[src/rtl/pixel_readout_buffer.sv]
// rtl/pixel_readout_buffer.sv - row capture, row FIFO and tagged pixel stream serialiser
module pixel_readout_buffer #(
    parameter int PIXEL_ARRAY_WIDTH  = 2,
    parameter int PIXEL_ARRAY_HEIGHT = 2,
    parameter int PIXEL_BITS         = 8,
    parameter int FIFO_DEPTH         = 2,
    parameter int CAPTURE_DELAY      = 1
) (
    input  logic                                    CLK,
    input  logic                                    RESET,
    input  logic                                    NEW_ROW,
    input  logic                                    FRAME_FINISHED,
    input  logic [PIXEL_ARRAY_WIDTH*PIXEL_BITS-1:0] ROW_DATA,
    output logic [PIXEL_BITS-1:0]                   OUT_DATA,
    output logic                                    OUT_VALID,
    input  logic                                    OUT_READY,
    output logic                                    OUT_SOF,
    output logic                                    OUT_EOL,
    output logic                                    OUT_EOF,
    output logic                                    OVERFLOW
);

    localparam int ROW_W = PIXEL_ARRAY_WIDTH * PIXEL_BITS;
    localparam int CW    = (PIXEL_ARRAY_WIDTH > 1) ? $clog2(PIXEL_ARRAY_WIDTH) : 1;
    localparam int RW    = (PIXEL_ARRAY_HEIGHT > 1) ? $clog2(PIXEL_ARRAY_HEIGHT) : 1;
    localparam int AW    = (FIFO_DEPTH > 1) ? $clog2(FIFO_DEPTH) : 1;
    localparam int CNTW  = $clog2(FIFO_DEPTH + 1);
    localparam int TW    = (CAPTURE_DELAY > 1) ? $clog2(CAPTURE_DELAY) : 1;

    localparam logic [CW-1:0]   COL_LAST   = CW'(PIXEL_ARRAY_WIDTH - 1);
    localparam logic [RW-1:0]   ROW_LAST   = RW'(PIXEL_ARRAY_HEIGHT - 1);
    localparam logic [AW-1:0]   IDX_LAST   = AW'(FIFO_DEPTH - 1);
    localparam logic [CNTW-1:0] CNT_FULL   = CNTW'(FIFO_DEPTH);
    localparam logic [TW-1:0]   TIMER_INIT = TW'((CAPTURE_DELAY > 0) ? CAPTURE_DELAY - 1 : 0);

    typedef enum logic {
        CAP_IDLE,
        CAP_WAIT
    } cap_state_t;

    cap_state_t       cap_state;
    cap_state_t       cap_next;
    logic [TW-1:0]    timer;
    logic             timer_load;
    logic             push;
    logic [RW-1:0]    row_pos;
    logic [RW-1:0]    push_row;
    logic [RW-1:0]    row_pos_inc;

    logic [ROW_W-1:0] mem_data [FIFO_DEPTH];
    logic [RW-1:0]    mem_row  [FIFO_DEPTH];
    logic [AW-1:0]    wr_idx;
    logic [AW-1:0]    rd_idx;
    logic [AW-1:0]    rd_idx_nxt;
    logic [AW-1:0]    wr_idx_nxt;
    logic [CNTW-1:0]  count;
    logic             full;
    logic             pop;
    logic             push_acc;

    logic [CW-1:0]    col;
    logic [CW-1:0]    col_nxt;
    logic [RW-1:0]    out_row;
    logic [ROW_W-1:0] head_data;
    logic [ROW_W-1:0] next_data;

    // Capture FSM: a restart or frame resync in WAIT abandons the row being settled.
    always_ff @(posedge CLK or posedge RESET) begin
        if (RESET) begin
            cap_state <= CAP_IDLE;
        end else begin
            cap_state <= cap_next;
        end
    end

    always_comb begin
        cap_next   = cap_state;
        timer_load = 1'b0;
        push       = 1'b0;
        if (CAPTURE_DELAY == 0) begin
            push = NEW_ROW;
        end else begin
            case (cap_state)
                CAP_IDLE: begin
                    if (NEW_ROW) begin
                        cap_next   = CAP_WAIT;
                        timer_load = 1'b1;
                    end
                end
                CAP_WAIT: begin
                    if (NEW_ROW) begin
                        timer_load = 1'b1;
                    end else if (FRAME_FINISHED) begin
                        cap_next = CAP_IDLE;
                    end else if (timer == '0) begin
                        push     = 1'b1;
                        cap_next = CAP_IDLE;
                    end
                end
                default: cap_next = CAP_IDLE;
            endcase
        end
    end

    always_ff @(posedge CLK or posedge RESET) begin
        if (RESET) begin
            timer <= '0;
        end else if (timer_load) begin
            timer <= TIMER_INIT;
        end else if (cap_state == CAP_WAIT && timer != '0) begin
            timer <= timer - TW'(1);
        end
    end

    // A same-edge resync (only possible with zero delay) tags the sampled row as row 0.
    assign push_row    = FRAME_FINISHED ? '0 : row_pos;
    assign row_pos_inc = (push_row == ROW_LAST) ? '0 : push_row + RW'(1);

    always_ff @(posedge CLK or posedge RESET) begin
        if (RESET) begin
            row_pos <= '0;
        end else if (FRAME_FINISHED) begin
            row_pos <= push ? row_pos_inc : '0;
        end else if (push) begin
            row_pos <= row_pos_inc;
        end
    end

    assign full       = (count == CNT_FULL);
    assign pop        = OUT_VALID && OUT_READY && (col == COL_LAST);
    assign push_acc   = push && (!full || pop);
    assign rd_idx_nxt = (rd_idx == IDX_LAST) ? '0 : rd_idx + AW'(1);
    assign wr_idx_nxt = (wr_idx == IDX_LAST) ? '0 : wr_idx + AW'(1);

    always_ff @(posedge CLK) begin
        if (push_acc) begin
            mem_data[wr_idx] <= ROW_DATA;
            mem_row[wr_idx]  <= push_row;
        end
    end

    always_ff @(posedge CLK or posedge RESET) begin
        if (RESET) begin
            wr_idx   <= '0;
            rd_idx   <= '0;
            count    <= '0;
            OVERFLOW <= 1'b0;
        end else begin
            if (push_acc) begin
                wr_idx <= wr_idx_nxt;
            end
            if (pop) begin
                rd_idx <= rd_idx_nxt;
            end
            case ({push_acc, pop})
                2'b10:   count <= count + CNTW'(1);
                2'b01:   count <= count - CNTW'(1);
                default: count <= count;
            endcase
            if (push && full && !pop) begin
                OVERFLOW <= 1'b1;
            end
        end
    end

    assign head_data = mem_data[rd_idx];
    assign next_data = mem_data[rd_idx_nxt];
    assign col_nxt   = col + CW'(1);

    // The head row stays in the FIFO until its last pixel transfers; the next row follows without a gap.
    always_ff @(posedge CLK or posedge RESET) begin
        if (RESET) begin
            OUT_VALID <= 1'b0;
            OUT_DATA  <= '0;
            col       <= '0;
            out_row   <= '0;
        end else if (!OUT_VALID) begin
            if (count != '0) begin
                OUT_VALID <= 1'b1;
                OUT_DATA  <= head_data[PIXEL_BITS-1:0];
                out_row   <= mem_row[rd_idx];
                col       <= '0;
            end
        end else if (OUT_READY) begin
            if (col != COL_LAST) begin
                col      <= col_nxt;
                OUT_DATA <= head_data[int'(col_nxt)*PIXEL_BITS +: PIXEL_BITS];
            end else if (count > CNTW'(1)) begin
                col      <= '0;
                OUT_DATA <= next_data[PIXEL_BITS-1:0];
                out_row  <= mem_row[rd_idx_nxt];
            end else begin
                OUT_VALID <= 1'b0;
                col       <= '0;
            end
        end
    end

    assign OUT_SOF = OUT_VALID && (out_row == '0) && (col == '0);
    assign OUT_EOL = OUT_VALID && (col == COL_LAST);
    assign OUT_EOF = OUT_VALID && (out_row == ROW_LAST) && (col == COL_LAST);

endmodule

[config.mk]
export PLATFORM = sky130hd
export DESIGN_NAME = pixel_readout_buffer
export DESIGN_NICKNAME = d
export VERILOG_FILES = /design/src/rtl/pixel_readout_buffer.sv
export SDC_FILE = /design/constraint.sdc
export NUM_CORES = 1
export LEC_CHECK = 0
export CAP_MARGIN = 10
export CELL_PAD_IN_SITES_DETAIL_PLACEMENT = 2
export CELL_PAD_IN_SITES_GLOBAL_PLACEMENT = 2
export CORE_AREA = 2 2 80 82
export DETAILED_ROUTE_END_ITERATION = 16
export DIE_AREA = 0 0 82 84
export PLACE_DENSITY = 0.83
export SLEW_MARGIN = 20
export SYNTH_ARGS = -nofsm -noshare
export SYNTH_HDL_FRONTEND = slang
export SYNTH_SLANG_ARGS = --single-unit
[constraint.sdc]
create_clock -name CLK -period 7.1 [get_ports CLK]
set_clock_uncertainty 0.15 [all_clocks]
set_input_delay 1.42 -clock CLK [delete_from_list [all_inputs] [get_ports CLK]]
set_output_delay 1.42 -clock CLK [all_outputs]
set_load 0.01 [all_outputs]
==> results by group, run 1 <==
Run status
  – Status: completed

Drt
  – First-pass detailed-route iteration total: 4
  – Post-route ant nets: 0
  – Average wire per standard cell: 20.1 um
  – Number of vias per cell: 5.24
  – DR vias: 1463
  – 1st-iter DRT viols: 82
  – Routed wire length: 5610 um
  – DRC Markers: 0

CTS
  – Clock root buffer: clkbuf_8
  – H-tree depth: 2
  – Setup bufs post-CTS: 0
  – CTS buffer count: 5
  – Clock Path Buffers: 2
  – Reg clk slew, reported paths: 0.08 ns
  – Clk sinks: 53
  – Post-CTS resize count: 0
  – Hold Buf Count CTS: 0
  – Clk_lat worst skew: 0.31 ns
  – CTS tree: yes

STA
  – Final WS setup: 3.23 ns
  – Max-slew violations: 0
  – Crit share post-route: 54.5%
  – Final setup viols: 0
  – Fin Setup TNS: 0 ns
  – Final hold slack: 0.310 ns
  – Rel. slew slack: 30.4%
  – Fin. Hold Viols: 0
  – RSZ-0062 raised after global routing: false
  – Worst Max-Slew Pin Slew: 1.04 ns
  – Period minus WS final: 3.87 ns
  – Fmax achieved: 0.258 GHz

Global routing
  – Grt peak-use layer: met2
  – Largest net degree at the start of global routing: 27
  – First-pass GRT wire length: 9070 um
  – Vias in the first global route: 1652
  – Total track usage: 18.4%
  – M1 GR Usage: 21.8%
  – GR Util met3: 3.68%
  – Initial antenna violation count: 0
  – Grt met2 use: 32.1%
  – Global route overflow: 0

Placement
  – Placer Congestion: 0.823
  – DP Wirelength: 4130 um
  – Dpl ws: 2.89 ns
  – Port Buffers: 33
  – Area after DPL: 0.00272 mm^2

Logic synthesis
  – Syn_area_per_cell: 13.9 um^2
  – Synthesized flop and latch total: 53
  – Synth area leaders: edfxtp_1 (43%), dfrtp_1 (20%), mux2i_1 (5.1%), mux2_2 (2.9%), mux2_1 (1.9%)
  – Syn Inst Count: 170
  – Post-Syn Area: 0.00236 mm^2
  – Yosys top cell by area: edfxtp_1
  – Total nets after synthesis: 194
  – Post-synth top area share: 43.3%
  – Ys Warns: 0
  – Netlist cell types: 41
  – Seq/Total Area, Yosys: 63.5%

Worst setup path
  – R2r endpoint: mem_data[0][7]
  – Crit path from: FRAME_FINISHED
  – Worst EP required: 6.97 ns
  – Critical Setup Path Class: input pin to flip-flop
  – Flop2flop setup slack: 4.12 ns
  – CP arrival: 3.74 ns
  – Startpoint types: input pin
  – Worst-path fanout max: 9
  – Worst r2r path cells: 6
  – Crit. End Element: flip-flop
  – Worst r2r src: col
  – Setup crit end: mem_data[0][7]

Layout
  – Antenna diodes: 0
  – Area grow syn2layout: 18.8%
  – Layout cells sized above 1: 9.90%
  – Final Instance Area: 0.00280 mm^2
  – Leading cell types in the layout, fill and taps excluded: edfxtp_1 (34), clkdlybuf4s50_1 (33), dfrtp_1 (19)
  – Most common cell after layout, fill and taps aside: edfxtp_1
  – Layout Utilization: 46.0%
  – Final layout net count: 225

Run
  – Number of max-cap violations: 0

Power and ir drop
  – Max VDD drop: 0.172 mV
  – Leak: 1.06 nW
  – Power per Cell Area: 366 mW/mm^2

Die
  – Die width: 82 um
  – Die area: 0.00689 mm^2
  – Chip Height: 84 um
  – # rows: 29
  – Core ar.: 0.00610 mm^2
  – Ports: 34
  – Starting Density: 38.7%

Hold path
  – HP Class: flip-flop to flip-flop
-- where the power goes --
| part | internal, mW | switching, mW |
|---|---|---|
| sequential | 0.390 | 0.0891 |
| combinational | 0.207 | 0.180 |
| clock | 0.0688 | 0.0908 |
-- how the worst min path moves through the flow --
stage / slack, ns / cells past startpoint / to / from
floorplan: 0.27 / 1 / timer / cap_state
global placement: 0.29 / 1 / timer / cap_state
detailed placement: 0.31 / 1 / timer / cap_state
CTS: 0.32 / 1 / timer / cap_state
global route: 0.34 / 1 / timer / cap_state
finish: 0.31 / 1 / timer / cap_state
-- routing by layer --
layer,up-vias,wire (um)
met2,31,3000
met3,9,163
met1,736,2330
met5,-,0
met4,0,117
li1,687,-
-- cell usage after synthesis (all sizes together) --
| cell | n |
|---|---|
| edfxtp | 34 |
| dfrtp | 19 |
| o21ai | 14 |
| mux2i | 12 |
| buf | 10 |
| mux2 | 10 |
| nand2 | 8 |
| a21oi | 6 |
| inv | 6 |
| a22oi | 4 |
| nor2 | 4 |
| xor2 | 4 |
| and2 | 3 |
| and3 | 3 |
| ha | 3 |
| nand3 | 3 |
| nor2b | 3 |
| nor3b | 3 |
| a221o | 2 |
| a22o | 2 |
| a31o | 2 |
| o211ai | 2 |
| o22a | 2 |
| a21o | 1 |
| a311oi | 1 |
| a31oi | 1 |
| and2b | 1 |
| and3b | 1 |
| nand2b | 1 |
| nor3 | 1 |
| o31ai | 1 |
| or2 | 1 |
| or4b | 1 |
| xnor2 | 1 |
-- layout make-up --
type,instances,area (um^2)
Fill cell,609,3290
Timing Repair Buffer,34,338
Clock buffer,7,76.3
Sequential cell,53,1500
Tap cell,77,96.3
Multi-Input combinational cell,101,768
Inverter,6,22.5
Clock inverter,1,3.75
-- state kept, by name, summed over array words and instances (netlist names), 2 cells and up --
signal / count
mem_data: 32
mem_row: 2
count: 2
OUT_DATA: 8
-- kinds of logic (layout without fill, tap and decap cells) --
| kind of cell | Yosys count | in the layout | share of synthesized area [%] |
|---|---|---|---|
| AND/OR/NAND/NOR | 33 | 33 | 8.44 |
| adder cells (fa/ha/maj) | 3 | 3 | 1.59 |
| buffers and inverters | 16 | 48 | 3.93 |
| flip-flops | 53 | 53 | 63.5 |
| multiplexers | 22 | 22 | 9.87 |
| AO/OA/AOI/OAI | 38 | 38 | 10.8 |
| XOR/XNOR | 5 | 5 | 1.86 |
-- critical path: stages --
cell and delay (ns):
clkdlybuf4s50_1 0.44, or4b_4 0.64, a21oi_2 0.19, nor2b_1 0.73, buf_4 0.32
-- stage by stage --
stage / total power [mW] / cells
after floorplan: 0.722 / 170
after global placement: 0.840 / 271
after detailed placement: 0.878 / 271
after CTS: 1.04 / 279
after global routing: 1.10 / 279
final: 1.03 / 279
Power figures use the tool's default switching activity.
==> run 2, diff against run 1 <==
Settings changed: CORE_AREA 2 2 80 82 to 2 2 83 85, DIE_AREA 0 0 82 84 to 0 0 85 87, PLACE_DENSITY 0.83 to 0.78.
Clock period 7.1 ns to 3.75 ns, I/O delays scaled along.
==> results by group, run 2 (synthesis gave the netlist of run 1 again) <==
Layout
  – Final Instance Area: 0.00283 mm^2
  – Area grow syn2layout: 19.9%
  – Biggest register: mem_data
  – FF+latch area: 0.00150 mm^2
  – Layout cells sized above 1: 11.8%
  – Final layout net count: 226
  – Footprint of the multi-input gates: 768 um^2
  – Fillers: 658
  – Max reg flops: 32
  – Antenna diodes: 0
  – Leading cell types in the layout, fill and taps excluded: edfxtp_1 (34), clkdlybuf4s50_1 (33), dfrtp_1 (19)
  – Most common cell after layout, fill and taps aside: edfxtp_1
  – Largest registers: mem_data: 32 flops, OUT_DATA: 8 flops

Worst setup path
  – CP bufs+invs: 2
  – Critical path's largest stage delay: 0.83 ns
  – CP arrival: 2.04 ns
  – Worst-path fanout max: 20
  – Delay-heaviest family, CP: flip-flops
  – Worst EP required: 2.85 ns
  – Worst-path cell chain: nand2_1 > inv_1 > clkdlybuf4s50_1
  – Critical Setup Path Class: flip-flop to output pin
  – Startpoint types: flip-flop
  – Slowest cell on crit path: dfrtp_1
  – Crit. End Element: output pin

STA
  – Fin. Hold Viols: 0
  – Fin Setup TNS: 0 ns
  – Final setup viols: 0
  – Max-slew violations: 0
  – Worst Max-Slew Pin Slew: 0.996 ns
  – Fmax achieved: 0.340 GHz
  – Crit share post-route: 78.5%
  – Final hold slack: 0.324 ns
  – Period minus WS final: 2.94 ns
  – RSZ-0062 raised after global routing: false
  – Rel. slew slack: 33.6%

CTS
  – Clk sinks: 53
  – CTS tree: yes
  – Clock Path Buffers: 2
  – CTS buffer count: 5
  – Clk_lat worst skew: 0.31 ns
  – Post-CTS resize count: 0
  – H-tree depth: 2
  – Setup bufs post-CTS: 0
  – Reg clk slew, reported paths: 0.10 ns
  – Clock root buffer: clkbuf_8
  – Hold Buf Count CTS: 0

Drt
  – Post-route ant nets: 0
  – First-pass detailed-route iteration total: 4
  – DRC Markers: 0
  – DR vias: 1473
  – Routed wire length: 5290 um
  – Average wire per standard cell: 18.7 um
  – 1st-iter DRT viols: 64
  – Number of vias per cell: 5.20

Global routing
  – Vias in the first global route: 1678
  – Global route overflow: 0
  – First-pass GRT wire length: 8770 um
  – Initial antenna violation count: 0
  – Total track usage: 15.3%
  – Largest net degree at the start of global routing: 27

Die
  – # rows: 30
  – Ports: 34
  – Starting Density: 35.9%
  – Core ar.: 0.00657 mm^2
  – Chip Height: 87 um
  – Die area: 0.00740 mm^2
  – Die width: 85 um

Power and ir drop
  – Max VDD drop: 0.297 mV
  – Leak: 1.07 nW
  – Pint: 1.27 mW
  – Sequential share of power: 46.0%
  – Net Sw Power: 0.694 mW
  – Combinational power share: 36.9%
  – Power per Cell Area: 694 mW/mm^2
  – Clock network power share: 17.1%
  – Net Sw Frac: 35.3%

Placement
  – Placer Congestion: 0.745
  – DP Wirelength: 3780 um
  – Area after DPL: 0.00273 mm^2
  – Port Buffers: 33

Run status
  – Status: completed

Hold path
  – HP Class: flip-flop to flip-flop

Run
  – Number of max-cap violations: 0
-- run 2: final cells by class --
class | instances | share of cell area (%)
Clock buffer | 5 | 2.43
Clock inverter | 3 | 0.885
Inverter | 6 | 0.797
Multi-Input combinational cell | 101 | 27.2
Sequential cell | 53 | 52.9
Tap cell | 80 | 3.54
Timing Repair Buffer | 35 | 12.2
-- run 2: per-stage QoR --
| stage | cells | power, mW | setup slack, ns | util [%] |
|---|---|---|---|---|
| 5_1_grt | 283 | 2.10 | 0.686 | 43.0 |
| 4_1_cts | 283 | 1.99 | 0.768 | 43.0 |
| 3_5_place_dp | 275 | 1.65 | 0.767 | 41.6 |
| 6_report | 283 | 1.96 | 0.807 | 43.0 |
| 2_1_floorplan | 170 | 1.37 | 0.818 | - |
| 3_3_place_gp | 275 | 1.59 | 0.887 | 41.6 |
-- run 2: final timing paths --
kind                       cells after the start              to       from  slack (ns)
min reg2reg                                    1           timer  cap_state        0.32
max                                            3         OUT_EOL        col        0.81
min in group asynchronous                      2     OUT_DATA[4]      RESET        0.75
max reg2reg                                    6  mem_data[0][9]        col        1.35
min                                            1           timer  cap_state        0.32
max in group asynchronous                      2     OUT_DATA[1]      RESET        2.17
-- run 2: layer usage --
| layer | vias to the layer above | part of all wire, % | GRT usage [%] |
|---|---|---|---|
| met2 | 21 | 54 | 28.5 |
| met1 | 754 | 43 | 18.3 |
| li1 | 694 | - | - |
| met3 | 4 | 2.5 | 2.46 |
| met4 | 0 | 0.89 | 4.33 |
| met5 | - | 0 | 0 |
-- run 2: power groups by stage --
stage,clock network (mW),registers (mW),logic [mW]
finish,0.336,0.903,0.724
global route,0.368,0.930,0.800
CTS,0.345,0.907,0.738
detailed placement,0,0.919,0.730
global placement,0,0.901,0.693
floorplan,0,0.826,0.541
